<file path="src/rtl/text_term.sv">
// Character-stream terminal writer for the 40x30 text display memory.
// Owns the memory write port: cursor tracking, wrap, scroll, backspace and clear.
module text_term (
  input  logic        clk,
  input  logic        clr,
  input  logic [7:0]  char_in,
  input  logic        char_valid,
  output logic        char_ready,
  output logic [11:0] dis_addr,
  output logic [7:0]  dis_wdata,
  output logic        dis_we,
  output logic        dis_en,
  input  logic [7:0]  dis_rdata,
  output logic [5:0]  cursor_x,
  output logic [4:0]  cursor_y,
  output logic        busy
);

  localparam logic [7:0]  BLANK     = 8'h20;
  localparam logic [5:0]  LAST_COL  = 6'd39;
  localparam logic [4:0]  LAST_ROW  = 5'd29;
  localparam logic [10:0] COPY_LAST = 11'd1159;
  localparam logic [10:0] CELL_LAST = 11'd1199;

  typedef enum logic [2:0] {IDLE, EXEC, SCROLL_RD, SCROLL_WR, SCROLL_CLR, CLEAR} state_t;

  state_t      state, state_nxt;
  state_t      after, after_nxt;
  logic [10:0] idx, idx_nxt;
  logic [5:0]  x_nxt;
  logic [4:0]  y_nxt;
  logic [11:0] addr_nxt;
  logic [7:0]  wdata, wdata_nxt;
  logic        we_nxt;
  logic        en_nxt;
  logic        accept;

  // Cell address y*40 + x built from shifts; never exceeds 1199.
  function automatic logic [11:0] cell_addr(input logic [4:0] y, input logic [5:0] x);
    return ({7'd0, y} << 5) + ({7'd0, y} << 3) + {6'd0, x};
  endfunction

  assign accept    = char_valid && char_ready;
  // During the copy the read data is forwarded straight to the write port.
  assign dis_wdata = (state == SCROLL_WR) ? dis_rdata : wdata;

  // Next-state, cursor and next memory-port values.
  always_comb begin
    state_nxt = state;
    after_nxt = after;
    idx_nxt   = idx;
    x_nxt     = cursor_x;
    y_nxt     = cursor_y;
    addr_nxt  = dis_addr;
    wdata_nxt = wdata;
    we_nxt    = 1'b0;
    en_nxt    = 1'b0;
    case (state)
      IDLE: begin
        if (accept) begin
          state_nxt = EXEC;
          after_nxt = IDLE;
          if ((char_in >= 8'h20) && (char_in <= 8'h7E)) begin
            addr_nxt  = cell_addr(cursor_y, cursor_x);
            wdata_nxt = char_in;
            we_nxt    = 1'b1;
            en_nxt    = 1'b1;
            if (cursor_x == LAST_COL) begin
              x_nxt = 6'd0;
              if (cursor_y == LAST_ROW) after_nxt = SCROLL_RD;
              else                      y_nxt     = cursor_y + 5'd1;
            end else begin
              x_nxt = cursor_x + 6'd1;
            end
          end else begin
            case (char_in)
              8'h0D: x_nxt = 6'd0;
              8'h0A: begin
                x_nxt = 6'd0;
                if (cursor_y == LAST_ROW) after_nxt = SCROLL_RD;
                else                      y_nxt     = cursor_y + 5'd1;
              end
              8'h08: begin
                if (cursor_x != 6'd0) begin
                  x_nxt     = cursor_x - 6'd1;
                  addr_nxt  = cell_addr(cursor_y, cursor_x - 6'd1);
                  wdata_nxt = BLANK;
                  we_nxt    = 1'b1;
                  en_nxt    = 1'b1;
                end else if (cursor_y != 5'd0) begin
                  x_nxt     = LAST_COL;
                  y_nxt     = cursor_y - 5'd1;
                  addr_nxt  = cell_addr(cursor_y - 5'd1, LAST_COL);
                  wdata_nxt = BLANK;
                  we_nxt    = 1'b1;
                  en_nxt    = 1'b1;
                end else begin
                  x_nxt = cursor_x;
                end
              end
              8'h0C: begin
                after_nxt = CLEAR;
                x_nxt     = 6'd0;
                y_nxt     = 5'd0;
              end
              default: after_nxt = IDLE;
            endcase
          end
        end else begin
          state_nxt = IDLE;
        end
      end
      EXEC: begin
        state_nxt = after;
        idx_nxt   = 11'd0;
        if (after == SCROLL_RD) begin
          addr_nxt = 12'd40;
          en_nxt   = 1'b1;
        end else if (after == CLEAR) begin
          addr_nxt  = 12'd0;
          wdata_nxt = BLANK;
          we_nxt    = 1'b1;
          en_nxt    = 1'b1;
        end else begin
          addr_nxt = dis_addr;
        end
      end
      SCROLL_RD: begin
        state_nxt = SCROLL_WR;
        addr_nxt  = {1'b0, idx};
        we_nxt    = 1'b1;
        en_nxt    = 1'b1;
      end
      SCROLL_WR: begin
        if (idx == COPY_LAST) begin
          state_nxt = SCROLL_CLR;
          idx_nxt   = idx + 11'd1;
          addr_nxt  = {1'b0, idx} + 12'd1;
          wdata_nxt = BLANK;
          we_nxt    = 1'b1;
          en_nxt    = 1'b1;
        end else begin
          state_nxt = SCROLL_RD;
          idx_nxt   = idx + 11'd1;
          addr_nxt  = {1'b0, idx} + 12'd41;
          en_nxt    = 1'b1;
        end
      end
      SCROLL_CLR, CLEAR: begin
        if (idx == CELL_LAST) begin
          state_nxt = IDLE;
        end else begin
          idx_nxt   = idx + 11'd1;
          addr_nxt  = {1'b0, idx} + 12'd1;
          wdata_nxt = BLANK;
          we_nxt    = 1'b1;
          en_nxt    = 1'b1;
        end
      end
      default: state_nxt = IDLE;
    endcase
  end

  // State, cursor and registered memory-port outputs.
  always_ff @(posedge clk) begin
    if (!clr) begin
      state      <= IDLE;
      after      <= IDLE;
      idx        <= 11'd0;
      cursor_x   <= 6'd0;
      cursor_y   <= 5'd0;
      dis_addr   <= 12'd0;
      wdata      <= 8'd0;
      dis_we     <= 1'b0;
      dis_en     <= 1'b0;
      char_ready <= 1'b0;
      busy       <= 1'b0;
    end else begin
      state      <= state_nxt;
      after      <= after_nxt;
      idx        <= idx_nxt;
      cursor_x   <= x_nxt;
      cursor_y   <= y_nxt;
      dis_addr   <= addr_nxt;
      wdata      <= wdata_nxt;
      dis_we     <= we_nxt;
      dis_en     <= en_nxt;
      char_ready <= (state_nxt == IDLE);
      busy       <= (state_nxt == SCROLL_RD) || (state_nxt == SCROLL_WR) ||
                    (state_nxt == SCROLL_CLR) || (state_nxt == CLEAR);
    end
  end

endmodule

</file>
<file path="config.mk">
export PLATFORM = sky130hd
export DESIGN_NAME = text_term
export DESIGN_NICKNAME = d
export VERILOG_FILES = /design/src/rtl/text_term.sv
export SDC_FILE = /design/constraint.sdc
export NUM_CORES = 1
export LEC_CHECK = 0
export BUFFER_PORTS_ARGS = -buffer_cell sky130_fd_sc_hd__buf_2
export CORE_MARGIN = 2
export CORE_UTILIZATION = 45
export DETAILED_ROUTE_END_ITERATION = 10
export GPL_TIMING_DRIVEN = 1
export PLACE_DENSITY = 0.69
export SLEW_MARGIN = 10
export SYNTH_ARGS = -nofsm -noshare
export SYNTH_HDL_FRONTEND = slang
export SYNTH_SLANG_ARGS = --single-unit
</file>
<file path="constraint.sdc">
create_clock -name clk -period 3.2 [get_ports clk]
set_input_delay 0.8 -clock clk [delete_from_list [all_inputs] [get_ports clk]]
set_output_delay 0.8 -clock clk [all_outputs]
set_load 0.05 [all_outputs]
</file>
Word-level counts from Yosys, hierarchy flattened

Cells that the tools add are included.

Bits in registers: 52
Input port bits: 19
Output and inout bits: 35
Logic and storage cells: 133

$add $sub $neg: 12
Order comparisons: 2
Equal/unequal tests: 31
Muxes and demuxes: 54
Reduce and logical (&&, ||, !) cells: 23

Operator list:

| kind                    | number |
|---|---|
| $mux W12                | 9 |
| $mux W8                 | 10 |
| $pmux W12 S5            | 1 |
| $pmux W11 S3            | 1 |
| $eq A8 B4 Y1 const B    | 4 |
| $pmux W8 S4             | 1 |
| $mux W5                 | 5 |
| $add A11 B6 Y12 const B | 2 |
| $mux W6                 | 4 |
| $add A10 B8 Y11         | 2 |
| $eq A11 B11 Y1 const B  | 2 |
| $eq A3 B2 Y1 const B    | 5 |
| $eq A3 B3 Y1 const B    | 5 |
| $pmux W3 S5             | 1 |
| $pmux W5 S3             | 1 |
| $add A11 B1 Y12 const B | 1 |
| $add A11 B6 Y12         | 1 |
| $add A12 B6 Y12         | 1 |
| $pmux W6 S2             | 1 |
| $reduce_and A6 Y1       | 2 |
| $add A11 B1 Y11 const B | 1 |
| $mux W1                 | 11 |
| $mux W11                | 1 |
| $reduce_bool A5 Y1      | 2 |
| 30 further kinds        | 48 |

Depth between registers and ports, before layout

Gate-level depths: netlist of the first run.

Depth in word-level cells: 9
Gate-level depth with buffers: 15
Mapped depth without buffers: 15

Least setup slack after synthesis of the first run

No wires, ideal clock.

Kind: reg2reg
From: register cursor_y[1]
To: register dis_addr[8]
Setup time: 0.087 ns
Arrival: 3.338 ns
Data required time: 3.113 ns
Slack: -0.225 ns
Stages on the path, launching flop included: 14
Path buffers: 0
Period minus slack after synthesis: 3.425 ns
Path through: dfxtp_1 > inv_1 > ha_1 > nor3b_1 > xnor2_1 > inv_1 > ha_1 > inv_1 > fa_1 > xnor2_1 > nand2_1 > and4b_1 > a21o_1 > o31ai_1

Cells in the longest elaborated chain, start to end: 9
Elaborated cells between the ends (all ways): 15
Classes of those cells: 6 x add/sub; 1 x eq/ne; 6 x mux; 2 x reduce/logical

RTL lines:

| item                   | line | text |
|---|---|---|
| from (decl)            | 15   | `output logic [4:0] cursor_y,` |
| from (signal assigned) | 183  | `cursor_y <= y_nxt;` |
| $sub A5 B1 Y5          | 93   | `addr_nxt = cell_addr(cursor_y - 5'd1, LAST_COL);` |
| $add A10 B8 Y11        | 40   | `return ({7'd0, y} << 5) + ({7'd0, y} << 3) + {6'd0, x};` |
| $add A11 B6 Y12        | 40   |  |
| $mux W12               | 90   | `end else if (cursor_y != 5'd0) begin` |
| $mux W12               | 84   | `if (cursor_x != 6'd0) begin` |
| $mux W12               | 76   | `case (char_in)` |
| $mux W12               | 63   | `if ((char_in >= 8'h20) && (char_in <= 8'h7E)) begin` |
| $mux W12               | 60   | `if (accept) begin` |
| $pmux W12 S5           | 58   | `case (state)` |
| to (signal assigned)   | 184  | `dis_addr <= addr_nxt;` |
| to (decl)              | 9    | `output logic [11:0] dis_addr,` |

Parallel ways exist; a longest one is shown, timed or not. The select of a mux whose other input is x is not followed.
A chain may end at the register's enable or synchronous reset.

Worst setup path in the final report of the first run

From: register cursor_y[0]
To: register dis_addr[10]

Same word-level chain as after synthesis.

==> results of run 1 <==
[state kept, by name (all words and copies together) (netlist names)]
| register | cells |
|---|---|
| dis_en | 1 |
| wdata | 8 |
| dis_we | 1 |
| cursor_y | 5 |
| busy | 1 |
| cursor_x | 6 |
| state | 3 |
| after | 2 |
| dis_addr | 12 |
| idx | 11 |
| char_ready | 1 |
[synth_stat cells (all sizes together) (3+ instances only)]
master   number  area (sq um)
nor4          4          25.0
o221ai        3          26.3
inv          28           105
nor3b         4          30.0
clkbuf       33           124
o31a          3          26.3
a31oi        10          62.6
nor3         24           125
a2111oi       3          32.5
nand2        39           146
nor2         50           188
a21o          7          52.6
or3           6          42.5
a31o          4          35.0
nor2b        14          87.6
o21ai        50           262
fa            4          80.1
buf           5          35.0
and3         12          75.1
nand2b        6          37.5
xnor2        17           149
o21bai        4          30.0
a2bb2oi       4          35.0
dfxtp        51          1020
or4           5          41.3
nor4b         3          26.3
nand4         6          37.5
a21oi        60           300
o211ai        7          52.6
xor2          6          52.6
o21a          5          37.5
o31ai        10          75.1
mux2          8          90.1
a211oi        7          57.6
ha           25           313
nand3b        3          22.5
mux2i         4          40.0
and2          7          43.8
nand3        26           130
[routing by layer]
layer	routed length, microns	track usage [%]	vias to the layer above
li1	-	-	2330
met1	5940	32.2	2297
met2	6830	43.6	203
met3	910	3.02	14
met4	202	7.14	0
met5	0	0	-
[report_power, final]
part           leakage, uW  total, uW  switching [uW]  internal (uW)
clock network    0.0000502        414             251            163
registers         0.000414        670            18.5            651
logic              0.00159        405             257            147
total              0.00205       1490             527            962
[cells by family (layout without fill, tap and decap cells)]
kind of cell,after synthesis,count (layout),synth area share (%)
and+or+nand+nor,217,217,25.2
AOI/OAI and AO/OA,205,205,29.9
buffers and inverters,66,116,5.89
DFF,51,51,22.8
adders and majority gates,29,29,8.77
xor gates and xnor gates,23,23,4.50
muxes,12,12,2.90
[timing repair]
item	in CTS	in global routing
hold endpoints to repair	0	0
gates resized for setup	0	2
setup endpoints to repair	0	2
[worst max path at each step]
stage                     start            to  slack [ps]  cells after the start
finish              cursor_y[0]  dis_addr[10]         260                     14
global route        cursor_y[0]  dis_addr[10]          60                     14
CTS                 cursor_y[0]   dis_addr[8]         190                     13
detailed placement   char_in[0]   cursor_y[2]         220                      7
global placement    cursor_y[0]   dis_addr[8]         330                     13
floorplan           cursor_y[1]   dis_addr[8]          70                     13
[cell type report]
class | count | area, sq um | area share, %
multi-input cells | 486 | 3200 | 63.2
flip-flops and latches | 51 | 1030 | 20.3
repair buffers | 80 | 468 | 9.24
well taps | 133 | 166 | 3.29
inverters | 28 | 105 | 2.08
clock buffers | 5 | 68.8 | 1.36
clock inverters | 3 | 28.8 | 0.568
[through the flow]
step           hold WS (ps)  util [%]  setup WS (ps)  area [sq um]  std cells
2_1_floorplan           410         -           73.7          4480        603
3_5_place_dp            434      51.0            215          4960        778
4_1_cts                 452      52.0            189          5060        786
3_3_place_gp            435      51.0            326          4960        778
6_report                446      52.0            264          5060        786
5_1_grt                 483      52.0           55.3          5060        786
[critical path: stages (launching register included)]
cell      delay [ps]
dfxtp_4          440
inv_1             90
ha_1             270
nor3b_2          190
xnor2_1          190
inv_1             60
ha_1             300
inv_1             60
fa_1             460
inv_1             70
a21oi_1           60
nor3_1           140
a211oi_1          70
a22o_1           250
o31ai_1          180
==> results.tsv, run 1 <==
stage	metric	value	unit
status	outcome	finished, final reports clean	
synthesis	synth_edf_count	0	
synthesis	netlist_area	4480	sq um
timing	fin_crit	2940	ps
timing	relSlewSlack	51.7	%
setup_path	critPathCaptureType	register	
setup_path	required	3420	ps
power	p_per_area	294	nW/um^2
finish	final_common_cell	a21oi_1	
clock_tree	cts_buffer_depth	2	
synthesis	synth.avg_cell_area	7.43	sq um
drt	postRouteAntennaNets	0	
placement	io_buffers	53	
finish	final_cell_mix	60 x a21oi_1, 53 x buf_2, 50 x nor2_1	
finish	syn_to_final_growth	13.0	%
timing	rsz0062_at_grt	no	
timing	hold_violations	0	
setup_path	start_kind	register	
floorplan	core-area	9730	sq um
global_routing	grt_max_degree	24	
finish	nFillCells	999	
synthesis	yosysWarnings	0	
global_routing	gr-usage-all-layers	24.9	%
floorplan	rows	36	
setup_path	reg2reg_depth	14	
setup_path	r2r_start	cursor_y[0]	
setup_path	reg2reg_slack	260	ps
timing	setup-tns-final	0	ps
clock_tree	hold_buffers	0	
global_routing	grt_pass1_wl	22.4	mm
synthesis	synth_ff_type	dfxtp_1	
clock_tree	clkSinkCount	51	
floorplan	start_util	46.1	%
clock_tree	postCtsSetupBuffers	0	
job	cap_violations	0	
drt	vias	4844	
synthesis	synth.distinct_cells	75	
clock_tree	cts_tree	done	
finish	antennaDiodeCount	0	
drt	first_iter_violations	280	
setup_path	critPathKind	register to register	
clock_tree	path_clk_slew	110	ps
setup_path	arrival	3150	ps
clock_tree	cts-buffers-inserted	5	
synthesis	synth_seq_cells	51	
placement	dp_hpwl	10.6	mm
floorplan	io_pins	54	
power	total_power	1490	uW
clock_tree	clk_latency	320	ps
synthesis	synth-seq-area-share	22.8	%
global_routing	gr-total-overflow	0	
global_routing	antenna_found_initial	0	
synthesis	synthArstFlopShare	0	%
timing	finalCritPeriodShare	91.7	%
global_routing	grt_pass1_vias	4510	
drt	wirelength	13.9	mm
power	p_leak	0.00205	uW
clock_tree	root_buffer	clkbuf_8	
clock_tree	htreeDepth	2	
timing	fin_skew	23.4	ps
timing	fmax	341	MHz
drt	vias_per_cell	6.16	
hold_path	holdPathEnd	wdata[7]	
placement	gp_congestion	0.950	
synthesis	syn-num-nets	651	
hold_path	min_path_type	register to register	
setup_path	cp_max_fo	12	
synthesis	synthCells	603	
floorplan	dieArea	10800	sq um
drt	wl_per_cell	17.7	microns
drt	first_pass_iters	5	
floorplan	die_w	104	microns
timing	drv_slew	0	
drt	drc_errors	0	
timing	worstMarginPinSlew	720	ps
hold_path	hp-start	wdata[7]	
power	worst_ir_drop_vdd	0.175	mV
hold_path	holdPathStages	2	
floorplan	die_h	104	microns
setup_path	r2r_end	dis_addr[10]	
finish	nets	700	
finish	layout-drive-gt1-share	17.3	%
timing	finalSetupViolations	0	
(Power assumes the default switching activity.)
==> run 2, diff against run 1 <==
--- a/config.mk
+++ b/config.mk
@@ -5,6 +5,7 @@
 export SDC_FILE = /design/constraint.sdc
 export NUM_CORES = 1
 export LEC_CHECK = 0
+export ABC_AREA = 1
 export BUFFER_PORTS_ARGS = -buffer_cell sky130_fd_sc_hd__buf_2
 export CORE_MARGIN = 2
 export CORE_UTILIZATION = 45
==> results.tsv, run 2 <==
stage	metric	value	unit	change
finish	instances_no_fill	876		+11%
clock_tree	cts-buffers-inserted	5		unchanged
global_routing	antenna_found_initial	0		unchanged
synthesis	synth_seq_cells	51		unchanged
hold_path	holdPathStages	2		unchanged
clock_tree	root_buffer	clkbuf_8		
setup_path	arrival	2940	ps	-210 ps
synthesis	netlist_area	4310	sq um	-3.7%
synthesis	yosysTopAreaCellShare	23.7	%	+0.88 points
synthesis	synth.distinct_cells	45		-40%
finish	regMostFlops	dis_addr		
setup_path	reg2reg_slack	510	ps	+250 ps
synthesis	synth.avg_cell_area	6.17	sq um	-17%
timing	fin_crit	2690	ps	-250 ps
placement	place_inst	868		+12%
global_routing	grt_pass1_vias	4474		-0.80%
clock_tree	htreeDepth	2		unchanged
drt	drc_errors	0		unchanged
timing	rsz0062_at_grt	no		
floorplan	core-area	9280	sq um	-4.6%
drt	first_iter_violations	223		-20%
drt	vias_per_cell	5.28		-14%
finish	antennaDiodeCount	0		unchanged
timing	relSlewSlack	35.9	%	-16 points
timing	finalCritPeriodShare	83.9	%	-7.8 points
synthesis	synth_edf_count	0		unchanged
drt	wl_per_cell	14.3	microns	-19%
timing	worstMarginPinSlew	961	ps	+241 ps
global_routing	gr-total-overflow	0		unchanged
drt	vias	4629		-4.4%
power	p_per_area	349	nW/um^2	+19%
drt	wirelength	12.5	mm	-9.8%
finish	reg_top3	dis_addr (12), idx (11), wdata (8)		
setup_path	cp_max_fo	7		-5
synthesis	synth.most_common_cell	nand2_1		
floorplan	dieArea	10400	sq um	-3.6%
synthesis	yosysTopAreaCell	dfxtp_1		
timing	drv_slew	0		unchanged
global_routing	grt_pass1_wl	21.0	mm	-6.4%
placement	gp_congestion	0.951		about the same
finish	final_core_util	51.5	%	-0.49 points
setup_path	reg2reg_depth	16		+2
timing	setup-tns-final	0	ps	unchanged
placement	dp_hpwl	9.82	mm	-7.8%
finish	final_cell_mix	170 x nand2_1, 81 x inv_1, 77 x nor2_1		
synthesis	yosysWarnings	0		unchanged
finish	syn_to_final_growth	10.9	%	
clock_tree	cts_resized	0		unchanged
status	outcome	finished, final reports clean		
synthesis	synth-seq-area-share	23.7	%	+0.88 points
setup_path	required	3450	ps	+30 ps
synthesis	synthTopCellsByArea	dfxtp_1 24%, nand2_1 15%, ha_1 7.3%		
finish	final_common_cell	nand2_1		
synthesis	synthCells	699		+16%
finish	layout-drive-gt1-share	14.7	%	-2.6 points
clock_tree	clkSinkCount	51		unchanged
job	cap_violations	0		unchanged
synthesis	synth_ff_type	dfxtp_1		
drt	postRouteAntennaNets	0		unchanged
floorplan	io_pins	54		unchanged
clock_tree	path_clk_slew	100	ps	about the same
timing	fin_skew	15.2	ps	-8.15 ps
timing	fmax	372	MHz	+9.3%
setup_path	start_kind	register		
clock_tree	hold_buffers	0		unchanged
drt	first_pass_iters	5		unchanged
timing	hold_violations	0		unchanged
placement	io_buffers	53		unchanged
power	worst_ir_drop_vdd	0.203	mV	+16%
synthesis	synthTopCellsByCount	170 x nand2_1, 81 x inv_1, 77 x nor2_1		
global_routing	grt_max_degree	28		+17%
timing	whs	451	ps	+4.58 ps
clock_tree	clk_latency	310	ps	about the same
global_routing	gr-usage-all-layers	25.2	%	+0.31 points
synthesis	syn-num-nets	747		+15%
floorplan	start_util	46.5	%	+0.42 points
setup_path	critPathCaptureType	register		
clock_tree	postCtsSetupBuffers	0		unchanged
finish	largest_reg_flops	12		unchanged
setup_path	critPathKind	register to register		
floorplan	die_w	102	microns	-1.8%
synthesis	synthArstFlopShare	0	%	unchanged
floorplan	rows	35		-2.8%
timing	finalSetupViolations	0		unchanged
hold_path	min_path_type	register to register		
clock_tree	cts_tree	done		
clock_tree	cts_buffer_depth	2		unchanged
floorplan	die_h	102	microns	-1.8%
power	p_leak	0.00232	uW	+13%
finish	nets	794		+13%
## run 2: critical path, stage by stage, from the launching register on
cell	delay, ps
dfxtp_1	460
inv_1	140
ha_1	230
inv_1	50
nor2_1	40
nand2_1	90
xor2_1	230
inv_1	110
ha_1	280
nand2_1	60
nor2_1	50
nor2_1	180
xor2_1	160
nor2_1	50
o21ai_0	290
nand2_1	90
a31oi_1	130
## run 2: cell families (layout without fill, tap and decap cells)
family / Yosys count / after routing / share of synthesized area [%]
adders and majority gates: 29 / 29 / 9.11
buffers and inverters: 118 / 166 / 11.0
AOI/OAI and AO/OA: 131 / 131 / 16.4
xor gates and xnor gates: 16 / 16 / 3.25
and+or+nand+nor: 354 / 354 / 36.6
DFF: 51 / 51 / 23.7
## run 2: routing by layer
metal  global-route usage (%)  part of all wire (%)  vias up
li1                         -                     -     2373
met1                     32.6                    45     2104
met2                     42.9                    47      116
met3                     3.42                   4.4       36
met4                     9.23                   3.5        0
met5                        0                     0        -
## run 2: layout make-up
cell class	count	area, sq um
fill	1003	4500
multi-input combinational	530	2820
sequential	51	1020
inverter	98	369
timing repair buffer	60	318
tap	129	161
clock buffer	6	82.6
clock inverter	2	16.3
## run 2: report_power, final
group | internal, uW | leakage [uW] | total (uW) | switching [uW]
clock | 177 | 0.0000474 | 407 | 229
sequential | 666 | 0.000414 | 692 | 26.4
combinational | 174 | 0.00186 | 571 | 397
total | 1020 | 0.00232 | 1670 | 653
## run 2: final timing paths
path / start / end
hold / removal: wdata[7] / wdata[7]
setup reg to reg: cursor_x[0] / dis_addr[6]
hold reg to reg: wdata[7] / wdata[7]
setup / recovery: cursor_x[0] / dis_addr[6]
## run 2: per-stage QoR
stage	instance area [sq um]	total power, uW	worst slack [ps]
finish	4790	1670	515
global route	4790	1770	200
CTS	4790	1680	555
detailed placement	4690	1270	517
global placement	4690	1270	539
floorplan	4310	1120	231
